**config.mk**
```make
export PLATFORM = sky130hd
export DESIGN_NAME = rv32i_fetch
export DESIGN_NICKNAME = d
export VERILOG_FILES = /design/src/rtl/rv32i_fetch.sv
export SDC_FILE = /design/constraint.sdc
export NUM_CORES = 1
export LEC_CHECK = 0
export CORE_UTILIZATION = 47
export DETAILED_ROUTE_END_ITERATION = 8
export GPL_ROUTABILITY_DRIVEN = 0
export PLACE_DENSITY_LB_ADDON = 0.3
export SYNTH_ARGS = -nofsm -noshare
export SYNTH_HDL_FRONTEND = slang
export SYNTH_SLANG_ARGS = --single-unit
```
**constraint.sdc**
```tcl
create_clock -name clk -period 3.1 [get_ports clk]
set_input_delay 0.62 -clock clk [delete_from_list [all_inputs] [get_ports clk]]
set_output_delay 0.62 -clock clk [all_outputs]
set_load 0.02 [all_outputs]
```
**src/rtl/rv32i_fetch.sv**
```systemverilog
// rv32i_fetch -- instruction fetch stage for the rv32i pipeline.
//
// Holds the program counter and issues in-order word requests to instruction
// memory. Every accepted request reserves one buffer entry, so responses
// never need backpressure. Returned words are presented to decode through a
// registered instruction/pc/valid triple. A redirect from execute flushes the
// buffer. Responses that are still owed for flushed requests are counted in
// r_drop and discarded as they arrive.
//
// Parameters:
//   RESET_PC   first fetch address after reset
//   BUF_DEPTH  buffer entries / maximum outstanding requests (power of two, >= 2)
//
// Ports:
//   clk, reset                      rising-edge clock, synchronous active-high reset
//   imem_req_valid/addr/ready       request channel (word-aligned address)
//   imem_rsp_valid/data             in-order response channel, always accepted
//   branch_taken/branch_target      single-cycle redirect from execute
//   fetch_stall                     decode stall; holds the output register
//   fetch_instruction/pc/valid      registered output to decode (NOP when not valid)
//   fetch_misaligned                misaligned-redirect trap flag
//
// Optional feature macro: RV32I_FETCH_MISALIGN_EN
//   defined   : a redirect to a non-word-aligned target raises fetch_misaligned
//               and halts fetching until an aligned redirect or reset.
//   undefined : target bits [1:0] are forced to zero and the trap never fires.

module rv32i_fetch #(
  parameter logic [31:0] RESET_PC  = 32'h0000_0000,
  parameter int          BUF_DEPTH = 2
) (
  input  logic        clk,
  input  logic        reset,
  output logic        imem_req_valid,
  output logic [31:0] imem_req_addr,
  input  logic        imem_req_ready,
  input  logic        imem_rsp_valid,
  input  logic [31:0] imem_rsp_data,
  input  logic        branch_taken,
  input  logic [31:0] branch_target,
  input  logic        fetch_stall,
  output logic [31:0] fetch_instruction,
  output logic [31:0] fetch_pc,
  output logic        fetch_valid,
  output logic        fetch_misaligned
);

  localparam int               AW      = $clog2(BUF_DEPTH);
  localparam int               CW      = AW + 1;
  localparam logic [CW-1:0]    DEPTH_C = CW'(BUF_DEPTH);
  localparam logic [31:0]      NOP     = 32'h0000_0013;

  // Program counter, buffer pointers and occupancy
  logic [31:0]   r_pc;
  logic [AW-1:0] r_head;
  logic [AW-1:0] r_tail;
  logic [CW-1:0] r_count;    // entries holding an accepted request
  logic [CW-1:0] r_nfilled;  // entries (from head) whose response has arrived
  logic [CW-1:0] r_drop;     // responses still owed for flushed requests

  logic [31:0]   r_buf_pc    [BUF_DEPTH];
  logic [31:0]   r_buf_instr [BUF_DEPTH];

  logic [31:0]   r_instr;
  logic [31:0]   r_fpc;
  logic          r_fvalid;
  logic          r_misaligned;
  logic          r_halted;

  logic          w_req_valid;
  logic          w_req_fire;
  logic          w_rsp_keep;
  logic          w_rsp_drop;
  logic          w_head_filled;
  logic          w_pop;
  logic [AW-1:0] w_fill_idx;
  logic [CW-1:0] w_push_ext;
  logic [CW-1:0] w_pop_ext;
  logic [CW-1:0] w_keep_ext;
  logic [CW-1:0] w_rsp_ext;
  logic [31:0]   w_target;
  logic          w_target_mis;

`ifdef RV32I_FETCH_MISALIGN_EN
  assign w_target     = branch_target;
  assign w_target_mis = (branch_target[1:0] != 2'b00);
`else
  assign w_target     = branch_target & 32'hFFFF_FFFC;
  assign w_target_mis = 1'b0;
`endif

  // Credits are counted at request time: an entry is reserved when the
  // request is accepted, and flushed-but-owed responses still hold a credit.
  assign w_req_valid   = !reset && ((r_count + r_drop) < DEPTH_C) && !r_halted;
  assign w_req_fire    = w_req_valid && imem_req_ready;
  assign w_rsp_keep    = imem_rsp_valid && (r_drop == CW'(0));
  assign w_rsp_drop    = imem_rsp_valid && (r_drop != CW'(0));
  assign w_head_filled = (r_nfilled != CW'(0));
  // With nothing filled, a kept response belongs to the head entry and
  // bypasses straight into the output register.
  assign w_pop         = !fetch_stall && (w_head_filled || w_rsp_keep);
  assign w_fill_idx    = r_head + r_nfilled[AW-1:0];

  assign w_push_ext = {{AW{1'b0}}, w_req_fire};
  assign w_pop_ext  = {{AW{1'b0}}, w_pop};
  assign w_keep_ext = {{AW{1'b0}}, w_rsp_keep};
  assign w_rsp_ext  = {{AW{1'b0}}, imem_rsp_valid};

  assign imem_req_valid    = w_req_valid;
  assign imem_req_addr     = r_pc;
  assign fetch_instruction = r_instr;
  assign fetch_pc          = r_fpc;
  assign fetch_valid       = r_fvalid;
  assign fetch_misaligned  = r_misaligned;

  // Buffer storage: request pc at the tail, response word at the oldest unfilled slot
  always_ff @(posedge clk) begin
    if (w_req_fire) begin
      r_buf_pc[r_tail] <= r_pc;
    end
    if (w_rsp_keep) begin
      r_buf_instr[w_fill_idx] <= imem_rsp_data;
    end
  end

  // Control state and output register
  always_ff @(posedge clk) begin
    if (reset) begin
      r_pc         <= RESET_PC;
      r_head       <= AW'(0);
      r_tail       <= AW'(0);
      r_count      <= CW'(0);
      r_nfilled    <= CW'(0);
      r_drop       <= CW'(0);
      r_instr      <= NOP;
      r_fpc        <= RESET_PC;
      r_fvalid     <= 1'b0;
      r_misaligned <= 1'b0;
      r_halted     <= 1'b0;
    end else if (branch_taken) begin
      // Redirect wins over stall. Everything unfilled, plus a request accepted
      // this cycle, becomes owed; a response this cycle is discarded and pays
      // back one of them.
      r_pc         <= w_target;
      r_head       <= AW'(0);
      r_tail       <= AW'(0);
      r_count      <= CW'(0);
      r_nfilled    <= CW'(0);
      r_drop       <= r_drop + (r_count - r_nfilled) + w_push_ext - w_rsp_ext;
      r_instr      <= NOP;
      r_fvalid     <= 1'b0;
      r_misaligned <= w_target_mis;
      r_halted     <= w_target_mis;
      if (w_target_mis) begin
        r_fpc <= w_target;
      end
    end else begin
      if (w_req_fire) begin
        r_pc   <= r_pc + 32'd4;
        r_tail <= r_tail + AW'(1);
      end
      if (w_pop) begin
        r_head <= r_head + AW'(1);
      end
      if (w_rsp_drop) begin
        r_drop <= r_drop - CW'(1);
      end
      r_count   <= r_count + w_push_ext - w_pop_ext;
      r_nfilled <= r_nfilled + w_keep_ext - w_pop_ext;
      if (!fetch_stall) begin
        if (w_head_filled) begin
          r_instr  <= r_buf_instr[r_head];
          r_fpc    <= r_buf_pc[r_head];
          r_fvalid <= 1'b1;
        end else if (w_rsp_keep) begin
          r_instr  <= imem_rsp_data;
          r_fpc    <= r_buf_pc[r_head];
          r_fvalid <= 1'b1;
        end else begin
          r_instr  <= NOP;
          r_fvalid <= 1'b0;
        end
      end
    end
  end

endmodule

```
==> qor.txt, run 1 <==
Cell variety after synth -> 43
Max VDD drop -> 0.483 mV
Largest fanout on the critical path -> 2
CP Data Arrival Time -> 3320 ps
Area Overhead vs Synth -> 30.0%
Final Util -> 62.9%
Initial antenna violation count -> 1
Drt drc -> 0
Max-slew violation count -> 0
Rows -> 50
Post-synth top flop -> edfxtp_1
Slowest CP cell -> fa_1
Hold Fails Final Rpt -> 0
CP required -> 3490 ps
Post-cts hold buffer count -> 0
Vias in the first global route -> 6262
Max incr delay on CP -> 520 ps
Clock Pin Slew Worst Setup and Hold Paths -> 60 ps
Postcts setup bufs -> 0
Min cycle time layout -> 2930 ps
Synth Warn # -> 0
Critical Path Start Type -> input pin
Antenna Nets Post-Route -> 0
Least-Margin Pin Slew -> 807 ps
Stages on the worst setup path -> 12
Most frequent cells in the layout -> clkdlybuf4s50_1 (159), edfxtp_1 (124), dfxtp_1 (101)
Largest net degree at the start of global routing -> 66
Fmax -> 342 MHz
Routed WL -> 20.7 mm
CP bufs+invs -> 4
Outcome -> completed
Async S/R FF share, synth -> 0%
Relative slew slack -> 46.2%
Port bufs -> 161
DR vias/cell -> 5.35
Placement Setup Slack -> -313 ps
Post-synthesis cell count -> 754
HPWL after DPL -> 12.9 mm
All-Layer GR Usage -> 20.7%
Cts repair resizes -> 0
Num CTS Buffers -> 24
Max-cap viol count -> 0
Post-layout net count -> 987
Hold Slack -> 426 ps
Pwr Density -> 715 nW/um^2
Crit-path leading delay family -> adder cells
Remaining Overflow, GRT -> 0
Die width -> 141 um
Clock Skew -> 6.13 ps
Most common cell after layout, fill and taps aside -> clkdlybuf4s50_1
Hold Crit Class -> in2reg
Ratio of cells with drive above 1 in the final layout -> 8.10%
Non-Filler Instances -> 1188
Initial cell density of the core -> 48.4%
Setup crit end kind -> register
Drt initial violations -> 369
Number of synthesized flops with an enable pin -> 124
Vias -> 6356
Pwr Total -> 8.49 mW
# IOs -> 169
Placed cells -> 1142
CTS tree -> done
Die H -> 141 um
Part of the Yosys area used for sequential elements -> 63.1%
Die area -> 20000 sq um
Synth top area cells -> edfxtp_1 (41%), dfxtp_1 (22%), mux2i_1 (6.6%)
Root Buffer -> clkbuf_16
Critical path class -> in2reg
Worst-skew pair later-pin latency -> 510 ps
Mapped Area -> 9140 sq um
CTS Buffer Depth -> 3
Final setup vio count -> 0
First-pass GRT wire length -> 32.8 mm
TritonRoute pass-1 iters -> 5
Final period util -> 94.4%
Yosys top cell by area -> edfxtp_1
Pleak -> 3.95 nW
Final worst slack -> 174 ps
Synth top area share -> 40.8%
H-tree depth -> 1
FF+latch count, synth -> 226
Crit-path cells -> clkdlybuf4s50_1, inv_1, fa_1, inv_1, fa_1, inv_1, fa_1, xnor2_1, xnor2_1, xnor2_1, a21oi_1, nor2_1
RSZ-0062 raised after global routing -> false
Wire per inst -> 17.4 um
Syn Area/Cell -> 12.1 sq um
Hold path cells -> 2
Core Area -> 18900 sq um
Reg2Reg Depth -> 11
CTS Sinks -> 226
-- final timing paths --
path,from,end,slack (ps)
worst max-delay path,imem_rsp_valid,r_drop[1]$_SDFFE_PP0P_,170
worst min-delay path,reset,r_drop[0]$_SDFFE_PP0P_,430
worst max register to register,r_nfilled[0]$_SDFF_PP0_,r_drop[1]$_SDFFE_PP0P_,380
worst min register to register,fetch_pc[14]$_SDFFE_PP0P_,fetch_pc[14]$_SDFFE_PP0P_,500
-- report_power, final --
part	switching [mW]	total [mW]	internal (mW)
combinational	0.993	1.78	0.783
sequential	0.223	3.81	3.59
clock	1.16	2.91	1.75
total	2.38	8.49	6.12
-- per-stage QoR --
stage,setup TNS (ps),cell area [sq um]
after detailed placement,-313,11100
final,0,11900
after global routing,0,11900
after floorplan,0,9150
after global placement,-271,11100
after CTS,0,11900
-- Yosys cell counts, drive strengths merged (4+ instances only) --
master and count:
edfxtp 124, dfxtp 102, nor2 96, a211oi 79
mux2i 60, clkbuf 45, nor3 38, nor2b 32
xnor2 29, nand2 21, inv 14, buf 12
nand3 11, nor4 11, xor2 7, a21oi 6
ha 6, or3 6, a311oi 5, nand4 5
o22ai 5, or4 5, and4 4, nor4b 4
-- metal layers --
metal / GRT usage [%] / routed length (um) / vias up
met5: 0 / 0 / -
met4: 6.23 / 469 / 0
met1: 27.2 / 9120 / 3034
met2: 35.1 / 9750 / 215
met3: 3.61 / 1360 / 34
li1: - / - / 3073
-- registers in the layout, summed over array words and instances (netlist names), named ones only --
register           cells
r_buf_instr           64
r_buf_pc              60
fetch_instruction     32
fetch_pc              30
imem_req_addr         30
r_count                2
r_drop                 2
r_nfilled              2
fetch_valid            1
r_head                 1
r_tail                 1
-- cell type report --
cell class | instances | area [sq um]
Timing Repair Buffer | 181 | 1800
Clock buffer | 29 | 651
Clock inverter | 15 | 155
Sequential cell | 226 | 5770
Inverter | 14 | 52.6
Fill cell | 1505 | 7010
Tap cell | 260 | 325
Multi-Input combinational cell | 461 | 3120
Antenna cell | 2 | 5.00
-- cell families (layout without fill, tap and decap cells) --
| kind of cell | count (synthesis) | after routing | synth area share, % |
|---|---|---|---|
| AOI/OAI and AO/OA | 106 | 106 | 8.59 |
| xor gates and xnor gates | 36 | 36 | 3.45 |
| adders and majority gates | 9 | 9 | 1.48 |
| buffers and inverters | 71 | 239 | 3.18 |
| DFF | 226 | 226 | 63.1 |
| muxes | 63 | 63 | 6.94 |
| other | 1 | 7 | 0.0410 |
| and+or+nand+nor | 242 | 242 | 13.2 |
(Power assumes the default switching activity.)
==> run 2: changes to the inputs <==
PLACE_DENSITY = 0.76   (was not set)
PLACE_DENSITY_LB_ADDON = not set   (was 0.3)
==> run 2 against run 1 <==
- clock-buffer cell count unchanged
- fmax increased by 8.1%
- via count decreased by 0.65%
- sequential cell count unchanged
- non-clock buffer count increased by 3
- largest cell class unchanged
==> qor.txt, run 2 (synthesis gave the netlist of run 1 again) <==
Core Area -> 18900 sq um
Critical Path Start Type -> register
Clock Skew -> 13.3 ps
Hold Fails Final Rpt -> 0
Placed cells -> 1145
CTS tree -> done
CP required -> 2480 ps
Sw power -> 2.39 mW
Setup crit end kind -> output port
Initial antenna violation count -> 0
Postcts setup bufs -> 0
Die area -> 20000 sq um
Outcome -> completed
Critical path class -> reg2out
Layout filler cell count -> 1512
Port bufs -> 161
Max-slew violation count -> 0
Drt drc -> 0
Worst-skew pair later-pin latency -> 510 ps
Sequential power share -> 43.0%
Drt initial violations -> 366
Fmax -> 369 MHz
Num CTS Buffers -> 24
Final setup vio count -> 0
Largest net degree at the start of global routing -> 66
Die width -> 141 um
Wire per inst -> 17.5 um
All-Layer GR Usage -> 21.1%
# IOs -> 169
Pleak -> 4.02 nW
CTS Buffer Depth -> 3
CTS Sinks -> 226
Non-Filler Instances -> 1189
First-pass GRT wire length -> 32.9 mm
Initial cell density of the core -> 48.4%
Routed WL -> 20.8 mm
HPWL after DPL -> 13.4 mm
Ratio of cells with drive above 1 in the final layout -> 8.72%
H-tree depth -> 1
Area Overhead vs Synth -> 31.3%
Pwr Total -> 8.83 mW
Most common cell after layout, fill and taps aside -> clkdlybuf4s50_1
Clock Pin Slew Worst Setup and Hold Paths -> 60 ps
Internal Power -> 6.45 mW
Relative slew slack -> 59.5%
DR vias/cell -> 5.31
Most frequent cells in the layout -> clkdlybuf4s50_1 (158), edfxtp_1 (124), dfxtp_1 (101)
Max VDD drop -> 0.551 mV
# diodes -> 0
Max-cap viol count -> 0
CP Data Arrival Time -> 2090 ps
Largest fanout on the critical path -> 4
Cts repair resizes -> 0
Switching Fraction -> 27.0%
Least-Margin Pin Slew -> 607 ps
Post-cts hold buffer count -> 0
Vias in the first global route -> 6224
Clock power share -> 36.9%
Hold Crit Class -> in2reg
Post-layout net count -> 990
Antenna Nets Post-Route -> 0
Hold path cells -> 2
Final Util -> 63.5%
Root Buffer -> clkbuf_16
RSZ-0062 raised after global routing -> false
Max reg flops -> 64
Die H -> 141 um
Vias -> 6315
Register name with the most flops -> r_buf_instr
Remaining Overflow, GRT -> 0
Gate power share -> 20.1%
Pwr Density -> 737 nW/um^2
Reg2Reg Depth -> 11
TritonRoute pass-1 iters -> 5
Area occupied by multi-input gates -> 3130 sq um
Storage cell area -> 5770 sq um
Rows -> 50
Final period util -> 87.3%
Min cycle time layout -> 2710 ps
## run 2: power by group through the flow
stage | clock, mW | combinational, mW | sequential (mW)
after detailed placement | 0 | 1.77 | 3.86
after floorplan | 0 | 0.982 | 3.94
after CTS | 3.31 | 1.79 | 3.80
final | 3.26 | 1.78 | 3.80
after global routing | 3.42 | 1.95 | 3.84
after global placement | 0 | 1.74 | 3.85
## run 2: cell type report
| class | instances | share of cell area [%] |
|---|---|---|
| Sequential cell | 226 | 48.1 |
| Clock buffer | 29 | 5.43 |
| Timing Repair Buffer | 184 | 15.0 |
| Clock inverter | 15 | 2.20 |
| Inverter | 14 | 0.438 |
| Tap cell | 260 | 2.71 |
| Multi-Input combinational cell | 461 | 26.1 |
## run 2: final timing paths
kind                        startpoint                        end  slack (ps)
min                              reset     r_drop[0]$_SDFFE_PP0P_         410
max             r_drop[1]$_SDFFE_PP0P_             imem_req_valid         390
max reg2reg    r_nfilled[0]$_SDFF_PP0_     r_drop[1]$_SDFFE_PP0P_         400
min reg2reg  fetch_pc[19]$_SDFFE_PP0P_  fetch_pc[19]$_SDFFE_PP0P_         490
## run 2: metal layers
metal	track usage [%]	up-vias	part of all wire, %
li1	-	3082	-
met1	26.7	3026	42
met2	37.0	169	50
met3	2.90	38	4.5
met4	7.47	0	3.1
met5	0	-	0
## run 2: through the flow
step	hold slack [ps]	instance area (sq um)	setup TNS (ps)	setup slack, ps
3_3_place_gp	482	11100	-286	-286
3_5_place_dp	483	11100	-360	-360
2_1_floorplan	493	9150	0	83.8
5_1_grt	414	12000	0	215
4_1_cts	391	12000	0	160
6_report	412	12000	0	393
## run 2: critical path, cell delays in order (launching register included)
cell	delay, ps
dfxtp_1	360
xnor2_1	270
mux2i_1	270
inv_1	120
clkdlybuf4s50_1	560
==> patch 1 (config.mk and constraints of run 2) <==
`BUF_DEPTH`: 2 -> 4. Comments in the files are not updated.
--- a/src/rtl/rv32i_fetch.sv
+++ b/src/rtl/rv32i_fetch.sv
@@ -29,3 +29,3 @@
   parameter logic [31:0] RESET_PC  = 32'h0000_0000,
-  parameter int          BUF_DEPTH = 2
+  parameter int          BUF_DEPTH = 4
 ) (
Function: changed (Yosys sat finds a counterexample within 4 cycles, from zero or initial values and one cycle with reset high).
==> patch 1 against run 2 <==
  * Non-clock buffer count grew 19
  * Critical endpoint is now r_drop[2]$_SDFFE_PP0P_
  * Sequential cell count is 130 higher
  * Worst setup slack worse by 0.29 ns
  * Total power grew 43%
  * Register-to-register slack lost 0.28 ns
  * Clock skew grew 0.0024 ns
  * Critical path type is now in2reg
  * Wire length is 51% higher
  * Final area up 47%
  * Highest routed layer unchanged
  * Area after synthesis is 54% higher
  * First-iteration DRC count increased by 99%
==> patch 1: results <==
status:
  status: "finished clean"
clocking:
  cts_buffers: 38
  clkTransAtPathRegs_ns: 0.06
  ctsHoldBuffers: 0
  root_buffer: "clkbuf_16"
  h-tree-depth: 2
  clk_latency_ns: 0.52
  post_cts_buffers: 0
logic_synthesis:
  synth_edf_count: 248
  synth_cell_types: 49
  synth.area.top_cells: "edfxtp_1, dfxtp_1, mux4_2"
  synthTopCellsByCount: "edfxtp_1, dfxtp_1, nand2_1"
  synth-async-reset-ratio: 0
  seq_area_frac_synth: 0.683
  synth_area_per_cell_um2: 15.1
worst_setup_path:
  critPathArrivalTime_ns: 3.39
  r2r_cells: 12
  path_max_fanout: 2
routing:
  num_vias: 8580
  detail_route.vias_per_cell: 5.60
  drt_iter0_markers: 730
  drt_wl_total_um: 31400
final_layout:
  nNetsFinal: 1205
  top_register: "r_buf_instr"
  largest_reg_flops: 128
  drive_above_1_share: 0.154
  num-fill-cells: 2185
global_routing:
  grt_use_total: 0.209
  grt_max_degree: 66
  grt_pass1_wl_um: 49300
  antenna_found_initial: 2
  grt_pass1_vias: 8712
worst_hold_path:
  worstHoldPathCells: 2
  holdCritPathClass: "reg2reg"
placement:
  hpwl_um: 19100
  dpl.cell_count: 1459
  io_buffer_count: 161
pwr:
  vdd_drop_max_v: 0.000478
  leakage_uw: 0.00575
timing:
  fin_worst_skew_ns: 0.0157
  worst_pin_slew_ns: 0.872
patch 1: cell types whose count changed after synthesis, sizes merged, moves of 32 or more:
cell           run 2  this run
a211oi            79        17
a21oi              6        38
mux2i             60         2
mux4               0        62
nor2              96        38
edfxtp           124       248
nand2             21        88
patch 1: worst max-delay path: stages:
cell and delay (ns):
dlygate4sd2_1 0.22, inv_2 0.05, fa_1 0.52, inv_1 0.05
fa_1 0.48, inv_1 0.06, fa_2 0.36, fa_2 0.37
xnor2_1 0.14, xnor2_1 0.13, a22oi_1 0.20, xnor2_1 0.14
nor2_1 0.05
patch 1: kinds of logic (layout without fill, tap and decap cells):
group	after synthesis	after routing	share of synthesized area
AO/OA/AOI/OAI	114	114	0.0551
AND/OR/NAND/NOR	256	256	0.0912
flip-flops	356	356	0.683
adder cells (fa/ha/maj)	20	20	0.0215
buffers and inverters	84	292	0.0253
multiplexers	64	64	0.101
XOR/XNOR	37	37	0.0230
other	1	8	0.000267
patch 1: timing repair:
| action | CTS | global route |
|---|---|---|
| resized for setup | 3 | 2 |
| pin swaps | 4 | 1 |
| setup endpoints to repair | 2 | 2 |
patch 1: layout make-up:
class / count / share of cell area
sequential: 356 / 0.546
multi-input combinational: 496 / 0.236
timing repair buffer: 203 / 0.116
clock buffer: 56 / 0.0607
tap: 384 / 0.0273
clock inverter: 13 / 0.00873
inverter: 20 / 0.00426
antenna: 3 / 0.000426
patch 1: worst paths after layout:
kind / from / end / slack [ns]
max: imem_rsp_valid / r_drop[2]$_SDFFE_PP0P_ / 0.11
min: fetch_pc[17]$_SDFFE_PP0P_ / fetch_pc[17]$_SDFFE_PP0P_ / 0.45
max reg2reg: r_nfilled[0]$_SDFF_PP0_ / r_drop[2]$_SDFFE_PP0P_ / 0.12
min reg2reg: fetch_pc[17]$_SDFFE_PP0P_ / fetch_pc[17]$_SDFFE_PP0P_ / 0.45
patch 1: through the flow:
| step | setup TNS, ns | hold slack (ns) | total power (uW) | setup WS, ns | instance area, um^2 |
|---|---|---|---|---|---|
| CTS | 0 | 0.456 | 12700 | 0.0178 | 17600 |
| detailed placement | -0.960 | 0.448 | 8310 | -0.659 | 16400 |
| global placement | -0.826 | 0.443 | 8230 | -0.595 | 16400 |
| global route | -0.0575 | 0.487 | 13100 | -0.0575 | 17600 |
| floorplan | -0.0519 | 0.514 | 7320 | -0.0519 | 14100 |
| finish | 0 | 0.454 | 12600 | 0.106 | 17600 |
patch 1: per-layer routing:
metal	routed length, um	track usage	part of all wire
met2	15500	0.356	0.49
met5	0	0	0
met1	13100	0.277	0.42
met3	2310	0.0446	0.074
met4	494	0.0438	0.016
patch 1: where the power goes:
group          switching [uW]  internal, uW
clock network            1760          2650
logic                    1340          1090
registers                 224          5540
==> patch 2 (settings of run 2) <==
Made on the original files. Make the reset (`reset`) asynchronous in one clocked block. Comments in the files are not updated.
--- a/src/rtl/rv32i_fetch.sv
+++ b/src/rtl/rv32i_fetch.sv
@@ -126,3 +126,3 @@
   // Control state and output register
-  always_ff @(posedge clk) begin
+  always_ff @(posedge clk or posedge reset) begin
     if (reset) begin
Formal check against the unedited RTL: differs if reset is asserted again (counterexample within 4 cycles, from zero or initial values and one cycle with reset high); with reset held inactive, the same outputs for 4 cycles.
==> patch 2 against run 2 <==
  * Die area up 1.5%
  * Sequential cell count is 1 lower
  * Cell count is 1.9% lower
  * Total power grew 18%
  * Final area is 0.24% higher
  * Worst hold slack better by 0.074 ns
  * Wire length fell by 4.6%
  * Worst setup slack got worse by 0.16 ns
  * Area after synthesis increased by 1.5%
  * Highest routed layer unchanged
==> patch 2: results <==
final_layout:
  drive_above_1_share: 0.0766
  nNetsFinal: 962
  top_register: "r_buf_instr"
  insertedDiodeCount: 0
  largest_reg_flops: 64
  num-fill-cells: 1492
pwr:
  switching_share: 0.329
  vdd_drop_max_v: 0.000481
  pwr-share-seq: 0.411
  p_total_uw: 10400
  clock_power_share: 0.250
  leakage_uw: 0.00450
clocking:
  h-tree-depth: 1
  cts_tree: "yes"
  cts_buffers: 24
  clkTransAtPathRegs_ns: 0.06
  root_buffer: "clkbuf_16"
  post_cts_buffers: 0
  cts_buffer_depth: 3
  clk_latency_ns: 0.50
  cts_resized: 0
placement:
  place_ws_ns: -0.246
  io_buffer_count: 161
  hpwl_um: 13000
routing:
  drt_iter0_markers: 270
  avgRoutedWirePerCell_um: 17.0
  num_vias: 6161
  drt_pass1_iterations: 4
  ant_nets: 0
logic_synthesis:
  synth_edf_count: 124
  ys_warn_count: 0
  synthTopCellsByCount: "edfxtp_1, dfrtp_1, nand2_1"
  synth-async-reset-ratio: 0.449
  synth.area.top_cells: "edfxtp_1, dfrtp_1, mux2i_1"
  synth_cell_types: 42
  seq_area_frac_synth: 0.674
worst_setup_path:
  critPathArrivalTime_ns: 2.25
  r2r-end: "r_drop[1]$_DFFE_PP0P_"
  r2r_setup_slack_ns: 0.42
  r2r_cells: 11
  path_max_fanout: 3
  r2r-start: "r_nfilled[0]$_DFF_PP0_"
status:
  status: "finished clean"
timing:
  fin_worst_skew_ns: 0.00922
  slew_headroom: 0.500
  holdWs_ns: 0.485
worst_hold_path:
  min_to: "fetch_valid$_DFFE_PP0P_"
  worstHoldPathCells: 1
  holdCritPathClass: "reg2reg"
  hp-start: "fetch_valid$_DFFE_PP0P_"
global_routing:
  grt_max_degree: 59
  grt_use_total: 0.199
  grt_pass1_vias: 6091
  antenna_found_initial: 0
  grt_pass1_wl_um: 31300
[patch 2: how the worst max path moves through the flow]
stage                                startpoint                            end  slack [ns]
after floorplan                           reset  imem_req_addr[29]$_DFFE_PP0P_       -0.25
after global placement           imem_rsp_valid          r_drop[1]$_DFFE_PP0P_       -0.22
after detailed placement         imem_rsp_valid          r_drop[1]$_DFFE_PP0P_       -0.25
after CTS                  r_count[1]$_DFF_PP0_                 imem_req_valid        0.19
after global routing      r_drop[1]$_DFFE_PP0P_                 imem_req_valid        0.14
final                      r_count[1]$_DFF_PP0_                 imem_req_valid        0.23
[patch 2: cell type report]
type,instances,area [um^2],area share
clock buffer,40,702,0.0584
sequential,225,6260,0.521
clock inverter,4,23.8,0.00198
tap,265,332,0.0276
multi-input combinational,435,2830,0.236
inverter,15,60.1,0.00500
timing repair buffer,182,1810,0.151
[patch 2: through the flow]
stage / std cells / area [um^2]
6_report: 1166 / 12000
5_1_grt: 1166 / 12000
4_1_cts: 1166 / 12000
3_5_place_dp: 1122 / 11300
3_3_place_gp: 1122 / 11300
2_1_floorplan: 716 / 9300
[patch 2: logic make-up after synthesis]
group / after synthesis / share of synthesized area
mux: 63 / 0.0680
buf+inv: 56 / 0.0258
other cells: 1 / 0.000404
xor+xnor: 30 / 0.0291
simple gates: 187 / 0.0946
flops: 225 / 0.674
compound gates: 141 / 0.0931
fa+ha+maj: 9 / 0.0146
[patch 2: metal layers]
metal	track usage	part of all wire
met3	0.0357	0.054
met2	0.334	0.49
met5	0	0
met4	0.0690	0.028
met1	0.259	0.43
[patch 2: worst max-delay path, cell delays in order, from the launching register on]
cell	delay [ns]
dfrtp_1	0.42
xnor2_1	0.37
xor2_1	0.34
nor2_1	0.08
clkdlybuf4s50_1	0.54
